## src/rtl/blackjack_pkg.sv

```systemverilog
// Shared types and constants for the blackjack card path: deck geometry,
// card record, arbiter FSM states and the deck-index to card mapping.
package blackjack_pkg;

   localparam logic [5:0] DECK_SIZE = 6'd52;
   localparam logic [5:0] RANKS     = 6'd13;

   typedef struct packed {
      logic [3:0] value;
      logic [1:0] symbol;
   } card_t;

   typedef enum logic [2:0] {
      ST_IDLE  = 3'd0,
      ST_DRAW  = 3'd1,
      ST_PROBE = 3'd2,
      ST_GRANT = 3'd3,
      ST_CLEAR = 3'd4
   } state_e;

   typedef enum logic {
      REQ_PLAYER = 1'b0,
      REQ_DEALER = 1'b1
   } req_e;

   // Suit is found by repeated subtraction of RANKS; the remainder is the rank.
   function automatic card_t idx_to_card(input logic [5:0] idx);
      card_t      c;
      logic [5:0] r;
      r        = idx;
      c.symbol = 2'd0;
      for (int unsigned s = 0; s < 3; s++) begin
         if (r >= RANKS) begin
            r        = r - RANKS;
            c.symbol = c.symbol + 2'd1;
         end
      end
      c.value = 4'(r + 6'd1);
      return c;
   endfunction

endpackage

```

## src/rtl/lfsr16.sv

```systemverilog
// Free-running 16-bit Galois LFSR, polynomial x^16+x^14+x^13+x^11+1.
module lfsr16 #(
   parameter logic [15:0] SEED = 16'hACE1
) (
   input  logic        clk,
   input  logic        rst,
   input  logic        en,
   output logic [15:0] q
);

   localparam logic [15:0] TAPS = 16'hB400;

   logic [15:0] q_q, q_d;

   always_comb begin
      q_d = q_q;
      if (en) begin
         q_d = {1'b0, q_q[15:1]} ^ (q_q[0] ? TAPS : '0);
      end
   end

   always_ff @(posedge clk) begin
      if (rst) begin
         q_q <= SEED;
      end else begin
         q_q <= q_d;
      end
   end

   assign q = q_q;

endmodule

```

## src/rtl/card_deck_arbiter.sv

```systemverilog
// 52-card deck shared by player and dealer hands: round-robin arbitration,
// LFSR-seeded draw with linear probing over the dealt-card mask.
module card_deck_arbiter
   import blackjack_pkg::*;
#(
   parameter logic [15:0] LFSR_SEED = 16'hACE1
) (
   input  logic       clk,
   input  logic       rst,
   input  logic       shuffle,
   input  logic       req_player,
   input  logic       req_dealer,
   output logic       gnt_player,
   output logic       gnt_dealer,
   output logic [3:0] card_value,
   output logic [1:0] card_symbol,
   output logic [5:0] cards_left,
   output logic       deck_empty,
   output logic       busy
);

   state_e                state_q, state_d;
   req_e                  owner_q, owner_d;
   req_e                  last_q, last_d;
   logic [5:0]            idx_q, idx_d;
   logic [DECK_SIZE-1:0]  used_q, used_d;
   logic [5:0]            left_q, left_d;
   card_t                 card_q, card_d;
   logic [5:0]            lfsr_lo;
   logic [9:0]            lfsr_unused;

   lfsr16 #(.SEED(LFSR_SEED)) u_lfsr (
      .clk (clk),
      .rst (rst),
      .en  (1'b1),
      .q   ({lfsr_unused, lfsr_lo})
   );

   always_comb begin
      state_d = state_q;
      owner_d = owner_q;
      last_d  = last_q;
      idx_d   = idx_q;
      used_d  = used_q;
      left_d  = left_q;
      card_d  = card_q;
      case (state_q)
         ST_IDLE: begin
            if (shuffle) begin
               state_d = ST_CLEAR;
            end else if ((req_player || req_dealer) && (left_q != '0)) begin
               if (req_player && req_dealer) begin
                  owner_d = (last_q == REQ_DEALER) ? REQ_PLAYER : REQ_DEALER;
               end else begin
                  owner_d = req_player ? REQ_PLAYER : REQ_DEALER;
               end
               last_d  = owner_d;
               state_d = ST_DRAW;
            end
         end
         ST_DRAW: begin
            idx_d   = (lfsr_lo >= DECK_SIZE) ? lfsr_lo - DECK_SIZE : lfsr_lo;
            state_d = ST_PROBE;
         end
         ST_PROBE: begin
            // A free slot always exists: IDLE refused to start on an empty deck.
            if (!used_q[idx_q]) begin
               used_d[idx_q] = 1'b1;
               card_d        = idx_to_card(idx_q);
               left_d        = left_q - 6'd1;
               state_d       = ST_GRANT;
            end else begin
               idx_d = (idx_q == DECK_SIZE - 6'd1) ? '0 : idx_q + 6'd1;
            end
         end
         ST_GRANT: begin
            state_d = ST_IDLE;
         end
         ST_CLEAR: begin
            used_d  = '0;
            left_d  = DECK_SIZE;
            state_d = ST_IDLE;
         end
         default: begin
            state_d = ST_IDLE;
         end
      endcase
   end

   always_ff @(posedge clk) begin
      if (rst) begin
         state_q <= ST_IDLE;
         owner_q <= REQ_PLAYER;
         last_q  <= REQ_DEALER;
         idx_q   <= '0;
         used_q  <= '0;
         left_q  <= DECK_SIZE;
         card_q  <= '0;
      end else begin
         state_q <= state_d;
         owner_q <= owner_d;
         last_q  <= last_d;
         idx_q   <= idx_d;
         used_q  <= used_d;
         left_q  <= left_d;
         card_q  <= card_d;
      end
   end

   assign gnt_player  = (state_q == ST_GRANT) && (owner_q == REQ_PLAYER);
   assign gnt_dealer  = (state_q == ST_GRANT) && (owner_q == REQ_DEALER);
   assign card_value  = card_q.value;
   assign card_symbol = card_q.symbol;
   assign cards_left  = left_q;
   assign deck_empty  = (left_q == '0);
   assign busy        = (state_q != ST_IDLE);

endmodule

```

## config.mk

```make
export PLATFORM = sky130hd
export DESIGN_NAME = card_deck_arbiter
export DESIGN_NICKNAME = d
export VERILOG_FILES = /design/src/rtl/blackjack_pkg.sv /design/src/rtl/lfsr16.sv /design/src/rtl/card_deck_arbiter.sv
export SDC_FILE = /design/constraint.sdc
export NUM_CORES = 1
export LEC_CHECK = 0
export BUFFER_PORTS_ARGS = -buffer_cell sky130_fd_sc_hd__buf_2
export CAP_MARGIN = 20
export CORE_MARGIN = 2
export CORE_UTILIZATION = 25
export DETAILED_ROUTE_END_ITERATION = 10
export GPL_TIMING_DRIVEN = 0
export SETUP_SLACK_MARGIN = 0.3
export SYNTH_ARGS = -nofsm -noshare
export SYNTH_HDL_FRONTEND = slang
export SYNTH_SLANG_ARGS = --single-unit
export TNS_END_PERCENT = 1
```

## constraint.sdc

```tcl
create_clock -name clk -period 5.8 [get_ports clk]
set_input_delay 0.87 -clock clk [delete_from_list [all_inputs] [get_ports clk]]
set_output_delay 0.87 -clock clk [all_outputs]
set_load 0.005 [all_outputs]
```

* Yosys cells after proc, flatten, opt, wreduce, memory -nomap -nowiden
Cells that the tools add are included.
Cells by class: bitwise logic cells 5, multiplexer cells 36, order comparisons 6, add/sub/neg operators 9, eq/ne operators 8, reductions and logical operators 17
Operators with widths (count):
- $pmux 52 s2 | 1
- $mux 6 | 10
- $mux 52 | 1
- $or 52x52->52 | 1
- $pmux 6 s2 | 2
- $ge 6x4->1 const B | 3
- $mux 16 | 1
- $xor 15x16->16 | 1
- $mux 2 | 6
- $mux 4 | 3
- $sub 6x4->6 const B | 2
- $mux 3 | 3
- $pmux 3 s3 | 1
- $reduce_and 2->1 | 4
- $lt 6x7->1 const B | 1
- $add 6x1->6 const B | 1
- $bmux 1 s6 | 1
- $demux 1 s6 | 1
- $eq 3x2->1 const B | 2
- $eq 6x6->1 const B | 1
- $ge 6x1->1 const B | 1
- $ge 6x6->1 const B | 1
- $logic_not 6->1 | 1
- $mux 1 | 6
- 17 further kinds | 26
Word-level totals: word-level logic and storage cells 90, bits of input ports 5, bits in registers 91, output and inout port bits 16

* Logic depth before layout (Yosys ltp)
Gate-level depths: netlist (run 1).
word-level depth 13, gate-level depth with buffers 15, depth with buffers taken out 13

* Cells and area by module
From an unflattened synthesis (run 1), not the netlist that was laid out.
Second synthesis, totals: cells, all modules 518, area total of the unflattened synthesis 4645.7 um2
By module, submodules not included:
- card_deck_arbiter | instances 1, cells an instance 462, sequential area each 1501.4 um2, area an instance 4016.4 um2
- lfsr16 | instances 1, cells an instance 56, sequential area each 320.3 um2, area an instance 629.4 um2

* Worst setup path before layout (run 1)
OpenSTA, ideal clock, no wires.
path type flip-flop to flip-flop, start point register idx_q[1], end point register card_q (netlist bit card_value[2]), arrival 2.928 ns, data required time 5.672 ns, setup time 0.128 ns, buffers on the path 2, stages on the path, launching flop included 16, setup slack 2.745 ns, path through dfxtp_1 buf_6 buf_2 inv_1 ha_1 and2b_1 o21ai_2 mux2i_1 o21ai_1 a21oi_2 xnor2_1 inv_2 ha_1 xor2_1 mux2i_1 nor2_1
Between the ends: cells in the longest elaborated chain, start to end 13, elaborated cells on any way between the ends 20, those cells by class 4 x add/sub; 3 x order compare; 11 x mux; 1 x bitwise; 1 x reduce/logical
Ends and longest elaborated chain:
- start: declaration | RTL line card_deck_arbiter.sv:25 | logic [5:0] idx_q, idx_d;
- start signal: assignment | RTL line card_deck_arbiter.sv:103 | idx_q <= idx_d;
- $sub 6x4->6 or $ge 6x4->1 (tied branches) | RTL line blackjack_pkg.sv:34, blackjack_pkg.sv:33
- $mux 6 | RTL line blackjack_pkg.sv:33 | if (r >= RANKS) begin
- $mux 6 | RTL line card_deck_arbiter.sv:67 | if (!used_q[idx_q]) begin
- $mux 6 | RTL line card_deck_arbiter.sv:47 | case (state_q)
- $sub 6x4->6 or $ge 6x4->1 (tied branches) | RTL line blackjack_pkg.sv:34, blackjack_pkg.sv:33
- $mux 6 | RTL line blackjack_pkg.sv:33
- $mux 6 | RTL line card_deck_arbiter.sv:67
- $mux 6 | RTL line card_deck_arbiter.sv:47
- $ge 6x4->1 or $sub 4x4->4 (tied branches) | RTL line blackjack_pkg.sv:33, blackjack_pkg.sv:34
- $mux 4 | RTL line blackjack_pkg.sv:33
- $mux 4 | RTL line card_deck_arbiter.sv:67
- $mux 4 | RTL line card_deck_arbiter.sv:47
- $add 4x1->4 | RTL line blackjack_pkg.sv:38 | c.value = 4'(r + 6'd1);
- end signal: assignment | RTL line card_deck_arbiter.sv:106 | card_q <= card_d;
- end: declaration | RTL line card_deck_arbiter.sv:28 | card_t card_q, card_d;
Several ways; a longest one is shown, not always the timed one. The select of a mux whose other input is x is not followed. A chain may end at the register's enable or synchronous reset.

* Final worst setup path (run 1)
Ends and elaborated chain as after synthesis.

==> impl_metrics.ini, run 1 <==
[global_route]
antenna_found_initial = 0
grt_pass1_vias = 3734
overflow = 0
grt_util_all_layers = 0.1306
grt_max_degree = 16
grt_pass1_wl_um = 20360

[drt]
met3_wirelength_um = 650
highest-signal-layer = met4
num_vias = 3932
via_per_inst = 5.067
drtAntennaViolNets = 0
wl_met1_um = 6034
dr.pass1.iters = 4
drtIter0Drc = 333
wl_per_cell_um = 15.95
wl_met2_um = 5450
drt-total-wl_um = 12380
route.detailed.drc = 0

[critical_path]
endpoint_kind = flip-flop
start_kind = flip-flop
cp.depth = 15
path_class = reg -> reg
r2r-start = idx_q[1]
reg2reg_depth = 15
r2r_end = card_value[2]
rrSetupSlack_ns = 2.14
path_buf_inv = 4
required_ns = 6.02
crit_fanout = 10
cp_cell_sequence = buf_6, buf_2, inv_1, ha_1, and2b_1, o21ai_2, mux2i_1, o21ai_1, a21oi_2, xnor2_1, inv_2, ha_1, xor2_1, mux2i_1, nor2_1
cp_slowest_cell = mux2i_1
max_stage_delay_ns = 0.49
crit_family = buffers and inverters
arrival_ns = 3.88

[cts]
clk_pin_slew_ns = 0.07
cts-root-buf = clkbuf_16
tritoncts = done
cts_made_buffers = 9
cts.sinks = 91
cts_hold_buf = 0
clk_latency_ns = 0.35
cts_setup_buffers = 0
htreeDepth = 3
post_cts_resized = 0
ctsLongestPathBuffers = 2

[hold_path]
min_path_cells = 1
min_from = u_lfsr.q[7]
whs_endpoint = u_lfsr.q[6]
hold_path.class = reg -> reg

[layout]
final_cell_mix = 91 x dfxtp_1, 59 x nor3_1, 53 x o21a_1
regArea_um2 = 1822
fillCellCount = 1953
drive_gt1_frac = 0.1609
final_cell_count_no_fill = 776
multiInputGateArea_um2 = 2561
antenna_cells = 0
layout_commonest_cell = dfxtp_1
final_net_count = 556
area_growth_pct = 14.72

[timing]
fin_crit_sh = 0.6306
setup_viol = 0
fmax_ghz = 0.2734
slew_violations = 0
fin_setup_tns_ns = 0
rsz0062_at_grt = no
finalHoldViolations = 0
fin_skew_ns = 0.005984
period_minus_slack_ns = 3.657
tightestPinTransition_ns = 0.6414
slew_headroom = 0.5685

[synthesis]
synth_top_cell_area_share = 0.3905
yosysSeqAreaShare = 0.3905
ys_warn_count = 0
synthFlopType = dfxtp_1
synth_compound_area_frac = 0.2119
synth_area_leader_cell = dfxtp_1
yosys.area_share.simple = 0.2167
synthTopCellsByArea = dfxtp_1 39%, o21a_1 8.5%, nor3_1 6.3%, nor2_1 2.6%, ha_1 2.4%
synth_cell_type_count = 71
ys_seq_elements = 91
synthAdderAreaFrac = 0.02414
async_flop_share = 0
syn_area_um2 = 4666
synthMuxAreaShare = 0.06811
synth_top_family_by_area = simple AND/OR/NAND/NOR gates
syn_area_per_cell_um2 = 9.148
synth_xor_area_frac = 0.02816
syn_inst = 510
synth_edf_count = 0
synth_fp_nets = 524

[die]
die_w_um = 140.6
row_count = 49
ioPinCount = 21
fp.coreArea_um2 = 18150
die_area_um2 = 19770
initial_utilization = 0.2571
dieHeight_um = 140.6

[placed_design]
hpwl_um = 8767
routabilityCongestion = 0.8437
place_inst = 760
io_buffers = 20

[run_status]
outcome = complete, no violations

[run]
max_cap_viol_count = 0

[pwr]
ir_drop_mv = 0.1715
power_density_nw_per_um2 = 294.9
power.leakage_uw = 0.001934
-- registers in the layout, summed over array words and instances, names as in the netlist --
| register | count |
|---|---|
| card_value | 4 |
| owner_q | 1 |
| used_q | 52 |
| card_symbol | 2 |
| u_lfsr.q | 16 |
| state_q | 3 |
| idx_q | 6 |
| cards_left | 6 |
| last_q | 1 |
-- per-layer routing --
metal  GRT usage  up-vias
li1            -     1910
met5           0        -
met1      0.1812     1891
met3     0.03431       16
met4     0.05158        0
met2      0.1936      115
-- logic make-up after synthesis --
kind of cell / after synthesis
AO/OA/AOI/OAI: 130
XOR/XNOR: 15
adder cells (fa/ha/maj): 9
buffers and inverters: 53
flip-flops: 91
multiplexers: 24
AND/OR/NAND/NOR: 188
-- power breakdown --
| group | internal, uW | switching [uW] |
|---|---|---|
| Sequential | 647 | 15.4 |
| Clock | 338 | 260 |
| Combinational | 118 | 200 |
| Total | 1100 | 476 |
-- area by class of cell --
class | instances | share of cell area
sequential | 91 | 0.3403
clock inverter | 5 | 0.01169
buffer | 36 | 0.04091
inverter | 17 | 0.01192
tap | 229 | 0.05353
clock buffer | 11 | 0.04348
timing repair buffer | 21 | 0.01964
multi-input combinational | 366 | 0.4785
-- synth_stat cells (3+ instances only) --
cell type,count
nor3_1,59
buf_2,7
and3_1,6
ha_1,9
mux2_1,5
xnor2_1,11
nand3_1,6
o221ai_1,3
o21ai_0,17
nor3b_1,3
nor2_1,32
mux2i_1,10
a221oi_1,5
a211oi_1,6
nand2_1,26
a21oi_1,9
or2_2,8
buf_4,6
or3_1,6
xor2_1,4
a21o_1,3
inv_1,15
nand4_1,3
dfxtp_1,91
buf_6,7
o21a_1,53
nand2b_1,10
nor2b_1,11
clkbuf_1,16
mux2_2,3
mux4_2,5
and2_1,3
-- worst reg2reg max path, cell delays in order (launching register included) --
cell and delay, ns:
dfxtp_1 0.38, buf_6 0.18, buf_2 0.24, inv_1 0.21, ha_1 0.34, and2b_1 0.22, o21ai_2 0.21, mux2i_1 0.49
o21ai_1 0.21, a21oi_2 0.27, xnor2_1 0.19, inv_2 0.07, ha_1 0.19, xor2_1 0.16, mux2i_1 0.13, nor2_1 0.05
-- worst max path at each step --
stage          slack (ns)             to      from
2_1_floorplan        2.74  card_value[2]  idx_q[1]
3_3_place_gp         2.15  card_value[2]  idx_q[1]
3_5_place_dp         2.15  card_value[2]  idx_q[1]
4_1_cts              2.12  card_value[2]  idx_q[1]
5_1_grt              1.79  card_value[2]  idx_q[1]
6_report             2.14  card_value[2]  idx_q[1]
-- per-stage QoR --
step             util  area, um^2  hold WS (ns)  setup WS [ns]  power [uW]
4_1_cts        0.2950        5353        0.4210          2.118        1593
5_1_grt        0.2950        5353        0.4409          1.792        1662
2_1_floorplan       -        4666        0.3895          2.745       907.5
3_3_place_gp   0.2784        5052        0.3936          2.150       991.7
6_report       0.2950        5353        0.4176          2.143        1579
3_5_place_dp   0.2787        5057        0.3963          2.153       992.3
Power figures use the tool's default switching activity.
==> inputs of run 2 (changes only) <==
ABC_AREA = 1   (was not set)
clock period = 3.5 ns   (was 5.8 ns; I/O delays follow)
==> run 2 against run 1 <==
Against the previous run:
- non-clock buffer count decreased by 16
- final area down 0.93%
- first-iteration DRC count is 18% lower
- power increased by 79%
- combinational power grew 120%
- flip-flop and latch count did not move
- synthesized cell count rose by 23%
- register-to-register slack worse by 1.5 ns
- global-route usage shrank 0.99 points
- critical path depth rose by 9
- utilization decreased by 0.077 points
- die area shrank 1.4%
- critical endpoint unchanged
- largest power group unchanged
==> impl_metrics.ini, run 2 <==
[synthesis]
syn_area_per_cell_um2 = 7.312
synth_area_leader_cell = dfxtp_1
synth_top_cell_area_share = 0.3961
synth_xor_area_frac = 0.02258
synth_compound_area_frac = 0.1714
synth_cell_type_count = 44
synthFlopType = dfxtp_1
synthMuxAreaShare = 0
synth_fp_nets = 643
async_flop_share = 0
yosysSeqAreaShare = 0.3961
syn_inst = 629
synth_edf_count = 0
synthAdderAreaFrac = 0.02448
syn_area_um2 = 4599
ys_warn_count = 0
synthTopCellsByArea = dfxtp_1 40%, nand3_1 9.4%, inv_1 7.4%, a21oi_1 7.3%, nand2_1 7.2%
synth_top_family_by_area = simple AND/OR/NAND/NOR gates
yosys-top-cells-count = 91 x dfxtp_1, 91 x inv_1, 88 x nand2_1
ys_seq_elements = 91
yosys.area_share.simple = 0.2641

[placed_design]
hpwl_um = 7995
pre_cts_ws_ns = 0.5381
io_buffers = 20
routabilityCongestion = 0.7970
dpl_cell_area_um2 = 4986

[drt]
wl_met1_um = 5721
drtAntennaViolNets = 0
wl_met2_um = 5128
dr.pass1.iters = 6
wl_per_cell_um = 12.98
highest-signal-layer = met4
num_vias = 4143
route.detailed.drc = 0
drtIter0Drc = 274
met3_wirelength_um = 424
via_per_inst = 4.634
drt-total-wl_um = 11600

[critical_path]
crit_top_cell = nand2_1
start_kind = flip-flop
crit_family = simple AND/OR/NAND/NOR gates
endpoint_kind = flip-flop
arrival_ns = 3.15
cp_cell_sequence = buf_6, inv_4, ha_1, nand2_1, nand2_2, nand2_4, nand2_1, nand2_2, nand2_1, nand3_2, nand2_2, nand2_1, nand2_1, inv_2, nand3_4, nand2_4, nand2_1, nand2_1, inv_1, ha_1, xor2_1, nand2_1, o211ai_1, inv_2
path_class = reg -> reg
cp_slowest_cell = dfxtp_1
path_buf_inv = 5
crit_fanout = 8
max_stage_delay_ns = 0.38
required_ns = 3.75

[die]
dieHeight_um = 139.6
fp.coreArea_um2 = 18020
ioPinCount = 21
die_area_um2 = 19500
initial_utilization = 0.2552
die_w_um = 139.6
row_count = 49

[timing]
finalHoldViolations = 0
fmax_ghz = 0.3443
rsz0062_at_grt = no
fin_setup_tns_ns = 0
period_minus_slack_ns = 2.905
setup_viol = 0
setup_ws_ns = 0.5951
slew_headroom = 0.4114
fin_skew_ns = 0.007972
tightestPinTransition_ns = 0.8762
slew_violations = 0
fin_crit_sh = 0.8300

[layout]
drive_gt1_frac = 0.1429
final_cell_mix = 91 x inv_1, 90 x dfxtp_1, 88 x nand2_1
regMostFlops = used_q
area_growth_pct = 15.29
final_util = 0.2942
final_net_count = 674
antenna_cells = 0
largest_reg_flops = 52
layout_commonest_cell = inv_1
final_area_um2 = 5303

[cts]
cts_hold_buf = 0
htreeDepth = 3
ctsLongestPathBuffers = 2
cts_made_buffers = 9
cts-root-buf = clkbuf_16
clk_pin_slew_ns = 0.07
clk_latency_ns = 0.36
tritoncts = done
cts.sinks = 91

[run]
max_cap_viol_count = 0

[pwr]
power.leakage_uw = 0.002089
power_uw = 2825
ir_drop_mv = 0.2060
power_density_nw_per_um2 = 532.8

[global_route]
grt_util_all_layers = 0.1208
grt_pass1_wl_um = 18910
grt_pass1_vias = 3828
grt_max_degree = 17
antenna_found_initial = 0
overflow = 0

[run_status]
outcome = complete, no violations

[hold_path]
hold_path.class = reg -> reg
[run 2: changes by cell type in the layout (fill, tap and decap cells not counted), moves of 8 or more]
cell / before / now
o21a_1: 53 / 1
nand2_1: 26 / 88
o22ai_1: 2 / 18
nand2b_1: 10 / 0
inv_2: 2 / 17
mux2i_1: 10 / 0
nor2b_1: 11 / 0
nand2_2: 0 / 8
inv_1: 15 / 91
a21oi_1: 9 / 67
o21ai_1: 2 / 10
xnor2_1: 11 / 2
nand3_1: 6 / 86
nor3_1: 59 / 5
[run 2: through the flow]
| step | instances | hold slack [ns] |
|---|---|---|
| after floorplan | 629 | 0.3883 |
| after global placement | 878 | 0.3910 |
| after detailed placement | 878 | 0.3952 |
| after CTS | 894 | 0.4108 |
| after global routing | 894 | 0.4277 |
| final | 894 | 0.4062 |
[run 2: area by class of cell]
cell class | count | area (um^2)
Fill cell | 1988 | 12720
Multi-Input combinational cell | 406 | 2231
Sequential cell | 91 | 1823
Inverter | 111 | 419.2
Tap cell | 229 | 286.5
Clock buffer | 10 | 229.0
Buffer | 21 | 142.6
Timing Repair Buffer | 20 | 100.1
Clock inverter | 6 | 71.32
[run 2: repair_timing]
action / CTS / global route
setup buffers: 0 / 0
setup endpoints to repair: 0 / 1
resized for setup: 0 / 3
[run 2: worst reg2reg max path, stage by stage, from the launching register on]
cell      delay (ns)
dfxtp_1         0.38
buf_6           0.17
inv_4           0.07
ha_1            0.24
nand2_1         0.09
nand2_2         0.08
nand2_4         0.10
nand2_1         0.07
nand2_2         0.11
nand2_1         0.12
nand3_2         0.11
nand2_2         0.10
nand2_1         0.07
nand2_1         0.07
inv_2           0.08
nand3_4         0.10
nand2_4         0.12
nand2_1         0.06
nand2_1         0.07
inv_1           0.04
ha_1            0.19
xor2_1          0.15
nand2_1         0.07
o211ai_1        0.10
inv_2           0.04
[run 2: worst paths after layout]
path	end	cells after the start	slack (ns)	from
max	card_value[2]	24	0.60	idx_q[0]
min	u_lfsr.q[9]	2	0.41	u_lfsr.q[10]
max reg2reg	card_value[2]	24	0.60	idx_q[0]
min reg2reg	u_lfsr.q[9]	2	0.41	u_lfsr.q[10]
[run 2: cells by family after synthesis]
family | after synthesis
simple gates | 246
buf+inv | 132
xor+xnor | 11
fa+ha+maj | 9
flops | 91
compound gates | 140
[run 2: per-layer routing]
metal  up-vias  GRT usage
met5         -          0
met4         0    0.05316
met3        26    0.02478
met2        79     0.1896
met1      1896     0.1609
li1       2142          -
[run 2: report_power, final]
part | internal (uW) | switching, uW | total (uW)
sequential | 1080 | 34.8 | 1120
combinational | 224 | 470 | 694
clock | 563 | 451 | 1010
==> inputs of run 3 (changes only) <==
ABC_AREA = 0   (was 1)
clock period = 2.76 ns   (was 3.5 ns; I/O delays follow)
==> run 3 against run 2 <==
Against the previous run:
- the run now ends with negative setup slack left
- utilization up 2.9 points
- clock power up 35%
- clock skew up 0.0030 ns
- flip-flop and latch count unchanged
- routed wire length up 10%
- via count down 0.65%
- combinational power up 23%
- worst setup slack worse by 0.60 ns
- critical path type unchanged
- critical endpoint is now card_value[3]
- highest routed layer unchanged
==> impl_metrics.ini, run 3 (synthesis results as in run 1) <==
[timing]
finalHoldViolations = 0
setup_viol = 1
tightestPinTransition_ns = 0.6232
rsz0062_at_grt = yes
fmax_ghz = 0.3611
period_minus_slack_ns = 2.769
setup_ws_ns = -0.009376
slew_headroom = 0.5807
fin_crit_sh = 1.003
slew_violations = 0
fin_skew_ns = 0.01102

[cts]
tritoncts = done
clk_pin_slew_ns = 0.07
cts-root-buf = clkbuf_16
cts_made_buffers = 9
clk_latency_ns = 0.35
ctsLongestPathBuffers = 2
cts.sinks = 91
cts_hold_buf = 0
htreeDepth = 3

[drt]
wl_per_cell_um = 15.91
dr.pass1.iters = 5
route.detailed.drc = 0
drt-total-wl_um = 12770
drtIter0Drc = 258
drtAntennaViolNets = 0
via_per_inst = 5.126
num_vias = 4116

[critical_path]
crit_fanout = 7
crit_family = compound AO/OA/AOI/OAI gates
r2r-start = idx_q[0]
max_stage_delay_ns = 0.36
r2r_end = card_value[3]
arrival_ns = 3.01
rrSetupSlack_ns = -0.009
path_class = reg -> reg
required_ns = 3.00
start_kind = flip-flop
cp_cell_sequence = buf_8, buf_12, inv_8, ha_4, and2b_2, o21ai_4, mux2i_4, buf_6, o21ai_2, a211o_1, and4b_1, and4_1, a311o_1
cp_slowest_cell = dfxtp_4
endpoint_kind = flip-flop
reg2reg_depth = 13
path_buf_inv = 4

[layout]
regMostFlops = used_q
final_util = 0.3229
area_growth_pct = 25.58
final_cell_mix = 89 x dfxtp_1, 57 x nor3_1, 53 x o21a_1
final_net_count = 583
largest_reg_flops = 52
antenna_cells = 0
layout_commonest_cell = dfxtp_1
final_cell_count_no_fill = 803
drive_gt1_frac = 0.2561

[global_route]
overflow = 0
grtUsageMet3 = 0.02174
grt_pass1_vias = 3905
grt_util_all_layers = 0.1335
antenna_found_initial = 0
use_met1 = 0.1803
grt_max_degree = 17
use_met2 = 0.2087
grt_pass1_wl_um = 20800
busiest_layer = met2

[die]
ioPinCount = 21
row_count = 49
die_area_um2 = 19770
initial_utilization = 0.2571
fp.coreArea_um2 = 18150
dieHeight_um = 140.6
die_w_um = 140.6

[run_status]
outcome = finished, violations left
violations = negative setup slack

[placed_design]
place_inst = 760
hpwl_um = 8701
io_buffers = 20
routabilityCongestion = 0.8310

[hold_path]
whs_endpoint = state_q[2]
hold_path.class = in -> reg
min_path_cells = 2
min_from = shuffle

[pwr]
power.leakage_uw = 0.002135
seq_power_share = 0.386
ir_drop_mv = 0.3666
clockPowerShare = 0.376
switchingPower_uw = 1077
power_density_nw_per_um2 = 615.0
p_int_uw = 2526
switching_share = 0.2989
combPwrFrac = 0.237

[run]
max_cap_viol_count = 0
[run 3: cell types whose count changed in the layout (fill, tap and decap cells not counted), sizes merged, moves of 11 or more]
cell and delta:
nor3 +54, o22ai -16, inv -94, nand3 -89
o21a +52, nand2 -73, a21oi -56, nor2b +11
buf +38
[run 3: stage by stage]
step | hold WS [ns] | setup WS, ns | power, uW | setup TNS [ns] | cell area, um^2
2_1_floorplan | 0.3895 | 0.06420 | 1954 | 0 | 4758
3_3_place_gp | 0.3924 | -0.2584 | 2132 | -7.553 | 5145
3_5_place_dp | 0.3965 | -0.2850 | 2131 | -6.380 | 5150
4_1_cts | 0.3227 | 0.02687 | 3590 | 0 | 5766
5_1_grt | 0.3437 | -0.09680 | 3758 | -0.2775 | 5859
6_report | 0.3408 | -0.009376 | 3603 | -0.009376 | 5859
[run 3: what timing repair did]
| action | 4_1_cts | 5_1_grt |
|---|---|---|
| endpoints found under the setup margin | 71 | 71 |
| gates resized for setup | 24 | 20 |
| buffers inserted | 24 | 3 |
| pin swaps | 12 | 12 |
[run 3: final cells by class]
cell class / instances / area (um^2)
fillers: 1905 / 12290
multi-input cells: 366 / 2748
flip-flops and latches: 91 / 1827
repair buffers: 48 / 322.8
well taps: 229 / 286.5
plain buffers: 36 / 266.5
clock buffers: 9 / 225.2
clock inverters: 7 / 100.1
inverters: 17 / 83.83
[run 3: worst max path at each step]
stage	start	end	slack, ns	depth (start not counted)
2_1_floorplan	idx_q[0]	card_value[2]	0.06	15
3_3_place_gp	idx_q[0]	card_value[2]	-0.26	15
3_5_place_dp	idx_q[0]	card_value[2]	-0.29	15
4_1_cts	idx_q[0]	card_value[3]	0.03	12
5_1_grt	idx_q[0]	card_value[3]	-0.1	13
6_report	idx_q[0]	card_value[3]	-0.009	13
[run 3: power groups by stage]
stage	Combinational [uW]	Sequential, uW	Clock, uW
floorplan	537	1420	0
global placement	712	1420	0
detailed placement	709	1420	0
CTS	814	1390	1380
global route	929	1400	1430
finish	855	1390	1360
[run 3: metal layers]
metal | up-vias | share of wire
met5 | - | 0
met4 | 0 | 0.029
met3 | 29 | 0.052
met2 | 129 | 0.45
met1 | 1986 | 0.47
li1 | 1972 | -
